[src/rtl/cordic_arbiter_pkg.sv]
// cordic_pkg: shared widths and FSM state type for cordic_arbiter.
package cordic_pkg;
  localparam int ANGLE_W = 32;
  localparam int Q15_W = 16;
  localparam int FLIP_W = 3;
  typedef enum logic [2:0] {IDLE, CORE_RST, SETTLE, ISSUE, WAIT, RESP} state_t;
endpackage

[src/rtl/cordic_arbiter_if.sv]
// cordic_arbiter_if: requester-side request/response channel of cordic_arbiter.
interface cordic_arbiter_if #(parameter int N_REQ = 4);
  import cordic_pkg::*;
  localparam int IW = $clog2(N_REQ);
  logic [N_REQ-1:0] req_valid, req_ready;
  logic [ANGLE_W*N_REQ-1:0] req_angle;
  logic rsp_valid, rsp_ready, rsp_err;
  logic [IW-1:0] rsp_id;
  logic signed [Q15_W-1:0] rsp_sin, rsp_cos;
  logic signed [FLIP_W-1:0] rsp_flip;
  modport master (output req_valid, req_angle, rsp_ready,
                  input req_ready, rsp_valid, rsp_id, rsp_sin, rsp_cos, rsp_flip, rsp_err);
  modport slave (input req_valid, req_angle, rsp_ready,
                 output req_ready, rsp_valid, rsp_id, rsp_sin, rsp_cos, rsp_flip, rsp_err);
endinterface

[src/rtl/cordic_arbiter_rr_arbiter.sv]
// rr_arbiter: combinational round-robin pick of the first request at or above ptr, with wrap.
module rr_arbiter #(parameter int N = 4) (
  input  logic [N-1:0]         req,
  input  logic [$clog2(N)-1:0] ptr,
  output logic [N-1:0]         gnt,
  output logic [$clog2(N)-1:0] idx
);
  localparam int IW = $clog2(N);
  logic [N-1:0] cand;
  // Scan farthest-first so the candidate nearest to ptr overwrites the rest.
  always_comb begin
    gnt = '0;
    idx = '0;
    cand = '0;
    for (int k = N - 1; k >= 0; k--) begin
      cand = N'(1) << ((int'(ptr) + k) % N);
      if (|(req & cand)) begin
        gnt = cand;
        idx = IW'((int'(ptr) + k) % N);
      end
    end
  end
endmodule

[src/rtl/cordic_arbiter.sv]
// cordic_arbiter: shares one cordic_top sin/cos core among N_REQ round-robin requesters.
// Define CORDIC_ARB_TIMEOUT_EN to add a WAIT watchdog (TIMEOUT_CYC) that reports rsp_err.
module cordic_arbiter import cordic_pkg::*; #(
  parameter int N_REQ = 4,
  parameter int RST_CYC = 1,
  parameter int TIMEOUT_CYC = 64
) (
  input  logic                     clk,
  input  logic                     rst,
  cordic_arbiter_if.slave          bus,
  output logic                     core_rst,
  output logic                     core_valid_in,
  output logic [ANGLE_W-1:0]       core_angle,
  input  logic                     core_valid,
  input  logic signed [Q15_W-1:0]  core_sin,
  input  logic signed [Q15_W-1:0]  core_cos,
  input  logic signed [FLIP_W-1:0] core_flip
);
  localparam int IW = $clog2(N_REQ);
  if (N_REQ < 2 || N_REQ > 8 || RST_CYC < 1 || RST_CYC > 15 || TIMEOUT_CYC < 1) begin : g_bad_param
    $error("cordic_arbiter: parameter out of range");
  end
  state_t state, state_n;
  logic [IW-1:0] rr_ptr, idx;
  logic [N_REQ-1:0] gnt;
  logic [ANGLE_W-1:0] sel_angle;
  logic [3:0] cnt;
  logic accept, timeout;
  rr_arbiter #(.N(N_REQ)) u_rr (.req(bus.req_valid), .ptr(rr_ptr), .gnt(gnt), .idx(idx));
  assign bus.req_ready = (state == IDLE && rst) ? gnt : '0;
  assign accept = state == IDLE && |gnt;
  always_comb begin
    sel_angle = '0;
    for (int i = 0; i < N_REQ; i++)
      sel_angle = gnt[i] ? bus.req_angle[ANGLE_W*i +: ANGLE_W] : sel_angle;
  end
`ifdef CORDIC_ARB_TIMEOUT_EN
  localparam int WW = $clog2(TIMEOUT_CYC + 1);
  logic [WW-1:0] wcnt;
  // Held at zero outside WAIT, so every WAIT entry starts a fresh count.
  always_ff @(posedge clk or negedge rst)
    if (!rst) wcnt <= '0;
    else wcnt <= (state == WAIT) ? wcnt + 1'b1 : '0;
  assign timeout = state == WAIT && wcnt == WW'(TIMEOUT_CYC - 1);
`else
  assign timeout = 1'b0;
`endif
  always_ff @(posedge clk or negedge rst)
    if (!rst) state <= IDLE;
    else state <= state_n;
  always_comb begin
    state_n = state;
    case (state)
      IDLE:     state_n = accept ? CORE_RST : IDLE;
      CORE_RST: state_n = (cnt == '0) ? SETTLE : CORE_RST;
      SETTLE:   state_n = ISSUE;
      ISSUE:    state_n = WAIT;
      WAIT:     state_n = (core_valid || timeout) ? RESP : WAIT;
      RESP:     state_n = bus.rsp_ready ? IDLE : RESP;
      default:  state_n = IDLE;
    endcase
  end
  // Reset holds core_rst high so the core stays quiet while the arbiter is in reset.
  always_ff @(posedge clk or negedge rst)
    if (!rst) begin
      rr_ptr <= '0;
      cnt <= '0;
      core_rst <= 1'b1;
      core_valid_in <= 1'b0;
      core_angle <= '0;
      bus.rsp_valid <= 1'b0;
      bus.rsp_id <= '0;
      bus.rsp_sin <= '0;
      bus.rsp_cos <= '0;
      bus.rsp_flip <= '0;
      bus.rsp_err <= 1'b0;
    end else begin
      core_rst <= accept || (state == CORE_RST && cnt != '0);
      core_valid_in <= state == SETTLE;
      cnt <= accept ? 4'(RST_CYC - 1) : cnt - 4'(state == CORE_RST);
      if (accept) begin
        core_angle <= sel_angle;
        bus.rsp_id <= idx;
        rr_ptr <= (idx == IW'(N_REQ - 1)) ? '0 : idx + 1'b1;
      end
      if (state == WAIT && (core_valid || timeout)) begin
        bus.rsp_valid <= 1'b1;
        bus.rsp_sin <= core_valid ? core_sin : '0;
        bus.rsp_cos <= core_valid ? core_cos : '0;
        bus.rsp_flip <= core_valid ? core_flip : '0;
        bus.rsp_err <= !core_valid;
      end else if (state == RESP && bus.rsp_ready) bus.rsp_valid <= 1'b0;
    end
endmodule

[src/flat_wrapper.sv]
// flat-port wrapper written by rule: the top's interface ports become plain ports
module cordic_arbiter_flat import cordic_pkg::*;
#(
  parameter int N_REQ = 4,
  parameter int RST_CYC = 1,
  parameter int TIMEOUT_CYC = 64
)
  (clk, rst, core_rst, core_valid_in, core_angle, core_valid, core_sin, core_cos, core_flip, bus_req_valid, bus_req_angle, bus_rsp_ready, bus_req_ready, bus_rsp_valid, bus_rsp_id, bus_rsp_sin, bus_rsp_cos, bus_rsp_flip, bus_rsp_err);
  cordic_arbiter_if #(.N_REQ(N_REQ)) bus_i ();
  input  logic clk;
  input  logic rst;
  output logic core_rst;
  output logic core_valid_in;
  output logic [ANGLE_W-1:0] core_angle;
  input  logic core_valid;
  input  logic signed [Q15_W-1:0] core_sin;
  input  logic signed [Q15_W-1:0] core_cos;
  input  logic signed [FLIP_W-1:0] core_flip;
  input wire logic [$bits(bus_i.req_valid)-1:0] bus_req_valid;
  input wire logic [$bits(bus_i.req_angle)-1:0] bus_req_angle;
  input wire logic [$bits(bus_i.rsp_ready)-1:0] bus_rsp_ready;
  output wire logic [$bits(bus_i.req_ready)-1:0] bus_req_ready;
  output wire logic [$bits(bus_i.rsp_valid)-1:0] bus_rsp_valid;
  output wire logic [$bits(bus_i.rsp_id)-1:0] bus_rsp_id;
  output wire logic [$bits(bus_i.rsp_sin)-1:0] bus_rsp_sin;
  output wire logic [$bits(bus_i.rsp_cos)-1:0] bus_rsp_cos;
  output wire logic [$bits(bus_i.rsp_flip)-1:0] bus_rsp_flip;
  output wire logic [$bits(bus_i.rsp_err)-1:0] bus_rsp_err;
  assign bus_i.req_valid = bus_req_valid;
  assign bus_i.req_angle = bus_req_angle;
  assign bus_i.rsp_ready = bus_rsp_ready;
  assign bus_req_ready = bus_i.req_ready;
  assign bus_rsp_valid = bus_i.rsp_valid;
  assign bus_rsp_id = bus_i.rsp_id;
  assign bus_rsp_sin = bus_i.rsp_sin;
  assign bus_rsp_cos = bus_i.rsp_cos;
  assign bus_rsp_flip = bus_i.rsp_flip;
  assign bus_rsp_err = bus_i.rsp_err;
  cordic_arbiter #(.N_REQ(N_REQ), .RST_CYC(RST_CYC), .TIMEOUT_CYC(TIMEOUT_CYC)) u_core (.clk(clk), .rst(rst), .bus(bus_i), .core_rst(core_rst), .core_valid_in(core_valid_in), .core_angle(core_angle), .core_valid(core_valid), .core_sin(core_sin), .core_cos(core_cos), .core_flip(core_flip));
endmodule
[config.mk]
export PLATFORM = sky130hd
export DESIGN_NAME = cordic_arbiter_flat
export DESIGN_NICKNAME = d
export VERILOG_FILES = /design/src/rtl/cordic_arbiter_pkg.sv /design/src/rtl/cordic_arbiter_if.sv /design/src/rtl/cordic_arbiter_rr_arbiter.sv /design/src/rtl/cordic_arbiter.sv /design/src/flat_wrapper.sv
export SDC_FILE = /design/constraint.sdc
export NUM_CORES = 1
export LEC_CHECK = 0
export CAP_MARGIN = 25
export CORE_MARGIN = 2
export CORE_UTILIZATION = 29
export CTS_CLUSTER_DIAMETER = 30
export DETAILED_ROUTE_END_ITERATION = 8
export PLACE_DENSITY = 0.66
export SYNTH_ARGS = -nofsm -noshare
export SYNTH_HDL_FRONTEND = slang
export SYNTH_SLANG_ARGS = --single-unit
[constraint.sdc]
create_clock -name clk -period 7.29 [get_ports clk]
set_clock_uncertainty 0.2 [all_clocks]
set_input_delay 0.729 -clock clk [delete_from_list [all_inputs] [get_ports clk]]
set_output_delay 0.729 -clock clk [all_outputs]
set_load 0.01 [all_outputs]
==> run_results.csv, run 1 <==
group,metric,value,unit
detailed_routing,route.met2.wl,7588,µm
timing,final-hold-violation-count,0,
pwr,power,3.925,mW
detailed_routing,met3_length,1633,µm
pwr,vdd_ir_drop_max,0.0003323,V
run_status,status,"finished clean",
critical_path,criticalPathCategory,"reg -> out",
grt,grt_usage,0.1850,
floorplanning,die_h,129.7,µm
timing,slew_headroom,0.2991,
clock_network,numClockSinks,82,
clock_network,worstSkewPairLatency,340,ps
min_path,hold_path.class,"reg -> reg",
detailed_routing,top_layer,"met4",
synth,synth_ff_type,"dfrtp_1",
detailed_routing,drt_first_iter_violations,227,
detailed_routing,viasPerCell,5.144,
grt,antenna_found_initial,0,
timing,worst_pin_slew,1051,ps
synth,syn_area,4581,µm²
critical_path,slowest_delay,960,ps
detailed_routing,vias,4799,
cells_and_area,regArea,2053,µm²
run,max_cap_viol_count,0,
critical_path,arrival,4370,ps
place,hpwlAfterDp,12370,µm
detailed_routing,antenna_left,0,
cells_and_area,areaGrowthSynthToFinish,66.81,%
cells_and_area,antenna_cells,0,
floorplanning,die_area,16820,µm²
critical_path,cp_slowest_cell,"a222oi_1",
floorplanning,core,15310,µm²
timing,setup_tns,0,ps
cells_and_area,mostFrequentLayoutCell,"clkdlybuf4s50_1",
timing,rsz0062_at_grt,"false",
floorplanning,start_util,0.2991,
clock_network,cts_tree,"yes",
synth,async_flop_share,1.000,
cells_and_area,multi_input_area,2359,µm²
timing,max_freq,0.1888,GHz
critical_path,worstPathMaxFanout,33,
floorplanning,rows,45,
critical_path,crit_chain,"inv_1, ha_1, a222oi_1, a21oi_1, a41oi_4, nand2_1, nor2_1, clkdlybuf4s50_1",
timing,hold_slack,297.7,ps
synth,ys_warn_count,0,
timing,setup_viol,0,
floorplanning,ios,248,
detailed_routing,routed_wl,16160,µm
detailed_routing,routedLengthMet1,6418,µm
synth,syn_nets,671,
floorplanning,die_x,129.7,µm
synth,yosysTopAreaCellShare,0.4425,
synth,yosysTopAreaCell,"dfrtp_1",
cells_and_area,num-nets-final,897,
cells_and_area,drive_gt1_frac,0.09972,
clock_network,clk_pin_slew,60,ps
cells_and_area,final.fill_count,1410,
grt,grt_max_degree,78,
detailed_routing,wire_per_inst,17.32,µm
grt,grt_pass1_vias,4661,
synth,ys_seq_elements,82,
critical_path,end_kind,"output port",
synth,syn_inst,491,
grt,overflow,0,
synth,yosysSeqAreaShare,0.4482,
synth,ys_top_cells_by_area,"dfrtp_1 (44%), mux2_2 (8.6%), nand2_1 (6.3%)",
clock_network,cts_setup_buffers,0,
synth,avgSynthCellArea,9.329,µm²
cells_and_area,most-common-layout-cells,"clkdlybuf4s50_1 (246), dfrtp_1 (81), nand2_1 (77)",
clock_network,cts_root_buffer,"clkbuf_16",
critical_path,worstPathRequired,6360,ps
timing,finalCritPeriodShare,0.7266,
detailed_routing,drc,0,
critical_path,start_kind,"register",
detailed_routing,dr.pass1.iters,5,
pwr,p_per_area,513.7,nW/µm²
synth,synth-edff-count,0,
timing,drv_slew,0,
place,gp_congestion,0.8611,
place,io_buffers,247,
clock_network,h-tree-depth,3,
synth,ys_types,42,
timing,period_needed,5297,ps
clock_network,clock_path_buffers,2,
pwr,leakage,3.024,nW
clock_network,cts_buffers,9,
clock_network,cts_resized,0,
grt,grt_first_pass_wirelength,23960,µm
## cells in the mapped netlist (all sizes together) (3+ instances only)
cell type and number:
nand3 35, o211ai 33, a21o 3, a31oi 32, and3 4, nor2 48, inv 9, buf 13
o21ai 7, a21oi 6, dfrtp 81, mux2 35, nand2 78, clkbuf 31, ha 9, a22o 3
o221ai 33
## critical path, delay by kind of cell, from the launching register on
family / cells / cell delay, ps
AOI/OAI and AO/OA: 3 / 2060
buffers and inverters: 2 / 720
and+or+nand+nor: 2 / 470
DFF: 1 / 450
adders and majority gates: 1 / 330
## cell type report
class | count | area share
timing repair buffer | 259 | 0.3432
multi-input combinational | 356 | 0.3087
inverter | 9 | 0.004421
sequential | 82 | 0.2687
clock buffer | 9 | 0.02947
tap | 211 | 0.03455
clock inverter | 7 | 0.01097
## per-layer routing
metal / global-route usage / vias to the layer above
met5: 0 / -
met4: 0.08729 / 0
met3: 0.05574 / 38
met2: 0.3148 / 293
met1: 0.2134 / 2190
li1: - / 2278
## power breakdown
part	internal (mW)	switching, mW
Clock	0.272	0.199
Combinational	1.18	1.45
Sequential	0.695	0.130
## registers in the layout, summed over array words and instances, names as in the netlist
name                  cells
u_core.cnt                4
u_core.core_valid_in      1
u_core.core_rst           1
u_core.bus.rsp_err        1
u_core.state              3
u_core.bus.rsp_sin       16
u_core.bus.rsp_id         2
u_core.core_angle        32
u_core.bus.rsp_valid      1
u_core.bus.rsp_cos       16
u_core.bus.rsp_flip       3
u_core.rr_ptr             2
## path summary, 6_finish.rpt
path / slack, ps / cells after the start / start / endpoint
min in group asynchronous: 550 / 2 / rst / u_core.bus.rsp_sin[11]$_DFFE_PN0P_
min: 300 / 1 / u_core.bus.rsp_err$_DFFE_PN0P_ / u_core.bus.rsp_err$_DFFE_PN0P_
min reg2reg: 300 / 1 / u_core.bus.rsp_err$_DFFE_PN0P_ / u_core.bus.rsp_err$_DFFE_PN0P_
max: 1990 / 8 / u_core.rr_ptr[0]$_DFFE_PN0P_ / bus_req_ready[0]
max in group asynchronous: 5610 / 4 / rst / u_core.core_rst$_DFF_PN1_
max reg2reg: 2100 / 10 / u_core.rr_ptr[0]$_DFFE_PN0P_ / u_core.bus.rsp_id[0]$_DFFE_PN0P_
## timing repair
action	in CTS	in global routing
hold buffers	1	0
hold endpoints to repair	5	0
setup endpoints to repair	0	0
## logic make-up (layout without fill, tap and decap cells)
| logic type | Yosys count | in the layout | share of synthesized area |
|---|---|---|---|
| AND/OR/NAND/NOR | 173 | 173 | 0.1590 |
| AO/OA/AOI/OAI | 136 | 136 | 0.2295 |
| flip-flops | 82 | 82 | 0.4482 |
| buffers and inverters | 53 | 284 | 0.04698 |
| multiplexers | 35 | 35 | 0.08604 |
| adder cells (fa/ha/maj) | 9 | 9 | 0.02458 |
| XOR/XNOR | 3 | 3 | 0.005737 |
## per-stage QoR
stage / setup slack, ps / utilization / cells / area (µm²)
2_1_floorplan: 3646 / - / 491 / 4581
3_3_place_gp: 2019 / 0.4727 / 913 / 7239
3_5_place_dp: 1873 / 0.4745 / 914 / 7267
4_1_cts: 1984 / 0.4953 / 931 / 7586
5_1_grt: 1691 / 0.4989 / 933 / 7641
6_report: 1993 / 0.4989 / 933 / 7641
Power figures use the tool's default switching activity.
==> run 2: changes to the inputs <==
==> constraint.sdc (replaced) <==
create_clock -name clk -period 5.2 [get_ports clk]
set_clock_uncertainty 0.2 [all_clocks]
set_input_delay 0.52 -clock clk [delete_from_list [all_inputs] [get_ports clk]]
set_output_delay 0.52 -clock clk [all_outputs]
set_load 0.01 [all_outputs]
==> run 2 against run 1 <==
Effect of this change: combinational power is 39% higher; final cell count grew 0.43%; setup slack lost 1200 ps; design area fell by 0.16%; non-clock buffer count is 4 higher; die area did not move; hold slack lost 1.4 ps; total power rose by 39%; routed wire length down 1.5%.
==> run_results.csv, run 2 (synthesis results as in run 1) <==
group,metric,value,unit
run_status,status,"finished clean",
floorplanning,ios,248,
timing,drv_slew,0,
cells_and_area,areaGrowthSynthToFinish,66.54,%
floorplanning,rows,45,
clock_network,clk_pin_slew,60,ps
detailed_routing,drc,0,
run,max_cap_viol_count,0,
clock_network,worstSkewPairLatency,340,ps
timing,setup_tns,0,ps
clock_network,clock_path_buffers,2,
detailed_routing,antenna_left,0,
place,postPlaceCellArea,7284,µm²
timing,finalCritPeriodShare,0.8540,
timing,setup_viol,0,
grt,antenna_found_initial,0,
grt,overflow,0,
timing,hold_slack,296.3,ps
pwr,leakage,3.031,nW
cells_and_area,final_area,7629,µm²
floorplanning,die_h,129.7,µm
floorplanning,core,15310,µm²
detailed_routing,drt_first_iter_violations,275,
timing,max_freq,0.2252,GHz
place,dp_cells,919,
place,hpwlAfterDp,12230,µm
cells_and_area,layout.cells.non_filler,937,
floorplanning,die_x,129.7,µm
critical_path,end_kind,"output port",
grt,grt_max_degree,80,
clock_network,cts_root_buffer,"clkbuf_16",
grt,grt_pass1_vias,4716,
critical_path,worstPathRequired,4480,ps
min_path,hold_path.class,"reg -> reg",
detailed_routing,dr.pass1.iters,5,
clock_network,cts_buffers,9,
floorplanning,die_area,16820,µm²
critical_path,start_kind,"register",
timing,final-hold-violation-count,0,
timing,worst_pin_slew,763.6,ps
clock_network,cts_tree,"yes",
grt,grt_usage,0.1844,
detailed_routing,viasPerCell,5.090,
cells_and_area,drive_gt1_frac,0.1047,
clock_network,numClockSinks,82,
timing,rsz0062_at_grt,"false",
clock_network,cts_setup_buffers,0,
detailed_routing,wire_per_inst,16.98,µm
detailed_routing,vias,4769,
cells_and_area,most-common-layout-cells,"clkdlybuf4s50_1 (246), dfrtp_1 (81), nand2_1 (77)",
pwr,p_per_area,716.0,nW/µm²
timing,slew_headroom,0.4909,
cells_and_area,num-nets-final,901,
cells_and_area,mostFrequentLayoutCell,"clkdlybuf4s50_1",
place,io_buffers,247,
detailed_routing,routed_wl,15910,µm
timing,period_needed,4441,ps
place,gp_congestion,0.8675,
cells_and_area,regMostFlops,"u_core.core_angle",
cells_and_area,fin_util,0.4981,
cells_and_area,reg_top3,"u_core.core_angle (32), u_core.bus.rsp_cos (16), u_core.bus.rsp_sin (16)",
critical_path,arrival,3720,ps
cells_and_area,largest_register_ffs,32,
critical_path,worstPathMaxFanout,21,
floorplanning,start_util,0.2991,
cells_and_area,antenna_cells,0,
clock_network,h-tree-depth,3,
critical_path,criticalPathCategory,"reg -> out",
grt,grt_first_pass_wirelength,23990,µm
pwr,vdd_ir_drop_max,0.0003264,V
-- run 2: cell types whose count changed in the layout (fill, tap and decap cells not counted) --
cell / previous run / this run
buf_16: 3 / 1
clkinv_2: 0 / 1
clkinvlp_4: 1 / 0
buf_4: 9 / 15
-- run 2: where the power goes --
part	internal [mW]	total, mW	switching, mW	leakage, nW
Clock	0.381	0.659	0.279	0.153
Sequential	0.973	1.15	0.175	0.969
Combinational	1.63	3.65	2.02	1.91
-- run 2: through the flow --
step / worst slack, ps / total power [mW]
2_1_floorplan: 1765 / 3.435
3_3_place_gp: 1129 / 4.764
3_5_place_dp: 1057 / 4.823
4_1_cts: 821.3 / 5.502
5_1_grt: 545.8 / 5.941
6_report: 759.5 / 5.462
-- run 2: metal layers --
layer | vias up | GRT usage | wire length (µm)
li1 | 2285 | - | -
met1 | 2198 | 0.2179 | 6404
met2 | 264 | 0.3166 | 7631
met3 | 22 | 0.05945 | 1557
met4 | 0 | 0.06199 | 315
met5 | - | 0 | 0
-- run 2: area by class of cell --
| class | instances | area [µm²] |
|---|---|---|
| tap | 211 | 264.0 |
| fill | 1387 | 7686 |
| clock buffer | 9 | 225.2 |
| sequential | 82 | 2053 |
| multi-input combinational | 356 | 2359 |
| clock inverter | 7 | 81.33 |
| timing repair buffer | 263 | 2613 |
| inverter | 9 | 33.78 |
-- run 2: critical path, cell delays in order, from the launching register on --
cell and delay (ps):
dfrtp_1 430, inv_1 130, ha_1 330, a222oi_1 750, and2_1 410, and3_1 260, o32ai_4 120, buf_4 240
nor2_1 120, clkdlybuf4s50_1 580
-- run 2: worst paths after layout --
check | startpoint | to | slack [ps] | cells after the start
setup / recovery | u_core.rr_ptr[0]$_DFFE_PN0P_ | bus_req_ready[2] | 760 | 9
hold / removal | u_core.bus.rsp_err$_DFFE_PN0P_ | u_core.bus.rsp_err$_DFFE_PN0P_ | 300 | 1
setup reg to reg | u_core.rr_ptr[0]$_DFFE_PN0P_ | u_core.state[0]$_DFF_PN0_ | 1120 | 10
hold reg to reg | u_core.bus.rsp_err$_DFFE_PN0P_ | u_core.bus.rsp_err$_DFFE_PN0P_ | 300 | 1
max in group asynchronous | rst | u_core.core_rst$_DFF_PN1_ | 3700 | 4
min in group asynchronous | rst | u_core.bus.rsp_sin[3]$_DFFE_PN0P_ | 340 | 2
-- run 2: timing repair --
action,CTS,global route
resized for setup,0,0
hold endpoints to repair,3,0
hold buffers,1,0
==> run 3: changes to the inputs <==
--- a/config.mk
+++ b/config.mk
@@ -6,7 +6,7 @@
 export NUM_CORES = 1
 export LEC_CHECK = 0
 export CAP_MARGIN = 25
-export CORE_MARGIN = 2
+export CORE_MARGIN = 10
 export CORE_UTILIZATION = 29
 export CTS_CLUSTER_DIAMETER = 30
 export DETAILED_ROUTE_END_ITERATION = 8
==> run 3 against run 2 <==
Effect of this change: setup slack got worse by 28 ps; sequential power about the same; clock-buffer cell count grew 1; routed wire length is 13% higher; clock power is 10% lower; design area decreased by 0.39%; flip-flop and latch count unchanged; final cell count is the same; combinational power up 1%; first-iteration DRC count rose by 5.5%; sequential share of layout area up 0.11 points; total power is 0.36% lower; critical path type unchanged; largest cell class unchanged; highest routed layer unchanged.
==> run_results.csv, run 3 (synthesis results as in run 1) <==
group,metric,value,unit
run_status,status,"finished clean",
critical_path,start_kind,"register",
floorplanning,die_area,21220,µm²
timing,finalCritPeriodShare,0.8593,
place,gp_congestion,0.8649,
timing,hold_slack,304.0,ps
detailed_routing,wire_per_inst,19.23,µm
critical_path,crit_chain,"inv_1, ha_1, a222oi_1, nand2_1, a21o_1, o32ai_4, nor2_1, clkdlybuf4s50_1",
place,io_buffers,247,
place,hpwlAfterDp,14480,µm
timing,drv_slew,0,
grt,antenna_found_initial,0,
cells_and_area,regMostFlops,"u_core.core_angle",
clock_network,cts_buffers,9,
critical_path,slowest_delay,750,ps
detailed_routing,viasPerCell,5.108,
clock_network,clock_path_buffers,2,
cells_and_area,mostFrequentLayoutCell,"clkdlybuf4s50_1",
timing,period_needed,4468,ps
floorplanning,core,15310,µm²
timing,setup_viol,0,
timing,setup_tns,0,ps
floorplanning,die_x,145.7,µm
grt,grt_usage,0.1657,
timing,max_freq,0.2238,GHz
clock_network,clk_pin_slew,60,ps
floorplanning,die_h,145.7,µm
critical_path,reg2reg_depth,9,
detailed_routing,antenna_left,0,
detailed_routing,dr.pass1.iters,5,
grt,grt_pass1_vias,4980,
floorplanning,ios,248,
cells_and_area,num-nets-final,901,
critical_path,cp_slowest_cell,"a222oi_1",
detailed_routing,top_layer,"met4",
critical_path,path_delay_family,"compound AO/OA/AOI/OAI gates",
grt,grt_max_degree,83,
critical_path,worstPathRequired,4480,ps
cells_and_area,reg_top3,"u_core.core_angle (32), u_core.bus.rsp_cos (16), u_core.bus.rsp_sin (16)",
floorplanning,rows,45,
cells_and_area,layout.cells.non_filler,937,
pwr,vdd_ir_drop_max,0.0004440,V
timing,worst_pin_slew,976.4,ps
critical_path,criticalPathCategory,"reg -> out",
clock_network,cts_resized,0,
min_path,hold_depth,1,
critical_path,end_kind,"output port",
detailed_routing,drt_first_iter_violations,290,
clock_network,cts_setup_buffers,0,
critical_path,worst-path-stages,8,
place,dp_cells,919,
cells_and_area,largest_register_ffs,32,
critical_path,worstPathMaxFanout,13,
place,dp_slack,852.0,ps
timing,finalWorstSetupSlack,731.6,ps
detailed_routing,routed_wl,18020,µm
pwr,leakage,3.012,nW
detailed_routing,vias,4786,
critical_path,worstPathBufferInverterCount,2,
min_path,hold_path.class,"reg -> reg",
detailed_routing,drc,0,
clock_network,numClockSinks,82,
cells_and_area,most-common-layout-cells,"clkdlybuf4s50_1 (246), dfrtp_1 (81), nand2_1 (77)",
detailed_routing,met3_length,1797,µm
detailed_routing,routedLengthMet1,7611,µm
cells_and_area,drive_gt1_frac,0.1033,
timing,final-hold-violation-count,0,
floorplanning,start_util,0.2991,
clock_network,h-tree-depth,3,
timing,rsz0062_at_grt,"false",
clock_network,cts_tree,"yes",
timing,slew_headroom,0.3491,
detailed_routing,route.met2.wl,8360,µm
grt,overflow,0,
pwr,p_per_area,716.2,nW/µm²
critical_path,arrival,3750,ps
cells_and_area,antenna_cells,0,
run,max_cap_viol_count,0,
clock_network,cts_root_buffer,"clkbuf_16",
grt,grt_first_pass_wirelength,28250,µm
cells_and_area,areaGrowthSynthToFinish,65.88,%
clock_network,worstSkewPairLatency,340,ps
-- run 3: cell count changes in the layout (fill, tap and decap cells not counted) --
| cell | before | now |
|---|---|---|
| bufinv_16 | 1 | 0 |
| clkinvlp_4 | 0 | 1 |
| inv_8 | 1 | 0 |
| clkbuf_1 | 0 | 1 |
-- run 3: worst paths after layout --
path,from,to,slack (ps)
setup / recovery,u_core.rr_ptr[0]$_DFFE_PN0P_,bus_req_ready[3],730
hold / removal,u_core.bus.rsp_cos[5]$_DFFE_PN0P_,u_core.bus.rsp_cos[5]$_DFFE_PN0P_,300
setup reg to reg,u_core.rr_ptr[0]$_DFFE_PN0P_,u_core.state[0]$_DFF_PN0_,980
hold reg to reg,u_core.bus.rsp_cos[5]$_DFFE_PN0P_,u_core.bus.rsp_cos[5]$_DFFE_PN0P_,300
max in group asynchronous,rst,u_core.core_angle[30]$_DFFE_PN0P_,3680
min in group asynchronous,rst,u_core.bus.rsp_sin[14]$_DFFE_PN0P_,500
-- run 3: area by class of cell --
type | instances | area, µm²
clock buffer | 10 | 229.0
inverter | 9 | 33.78
multi-input combinational | 356 | 2359
tap | 211 | 264.0
timing repair buffer | 263 | 2613
fill | 1382 | 7716
sequential | 82 | 2053
clock inverter | 6 | 47.55
-- run 3: power breakdown --
part	internal, mW	switching, mW	total (mW)
Sequential	0.974	0.185	1.16
Combinational	1.63	2.06	3.69
Clock	0.329	0.264	0.593
Total	2.93	2.51	5.44
-- run 3: layer usage --
metal | vias up | track usage
li1 | 2282 | -
met1 | 2225 | 0.1976
met2 | 264 | 0.2693
met3 | 15 | 0.06644
met4 | 0 | 0.04651
met5 | - | 0
-- run 3: metrics by stage --
stage               total power [mW]  area (µm²)    util
floorplan                      3.435        4581       -
CTS                            5.501        7561  0.4937
detailed placement             4.879        7284  0.4757
global placement               4.792        7284  0.4757
finish                         5.442        7599  0.4962
global route                   5.894        7599  0.4962
-- run 3: timing repair --
action | in CTS | in global routing
endpoints found under the hold margin | 0 | 9
hold buffers | 0 | 1
endpoints found under the setup margin | 0 | 0
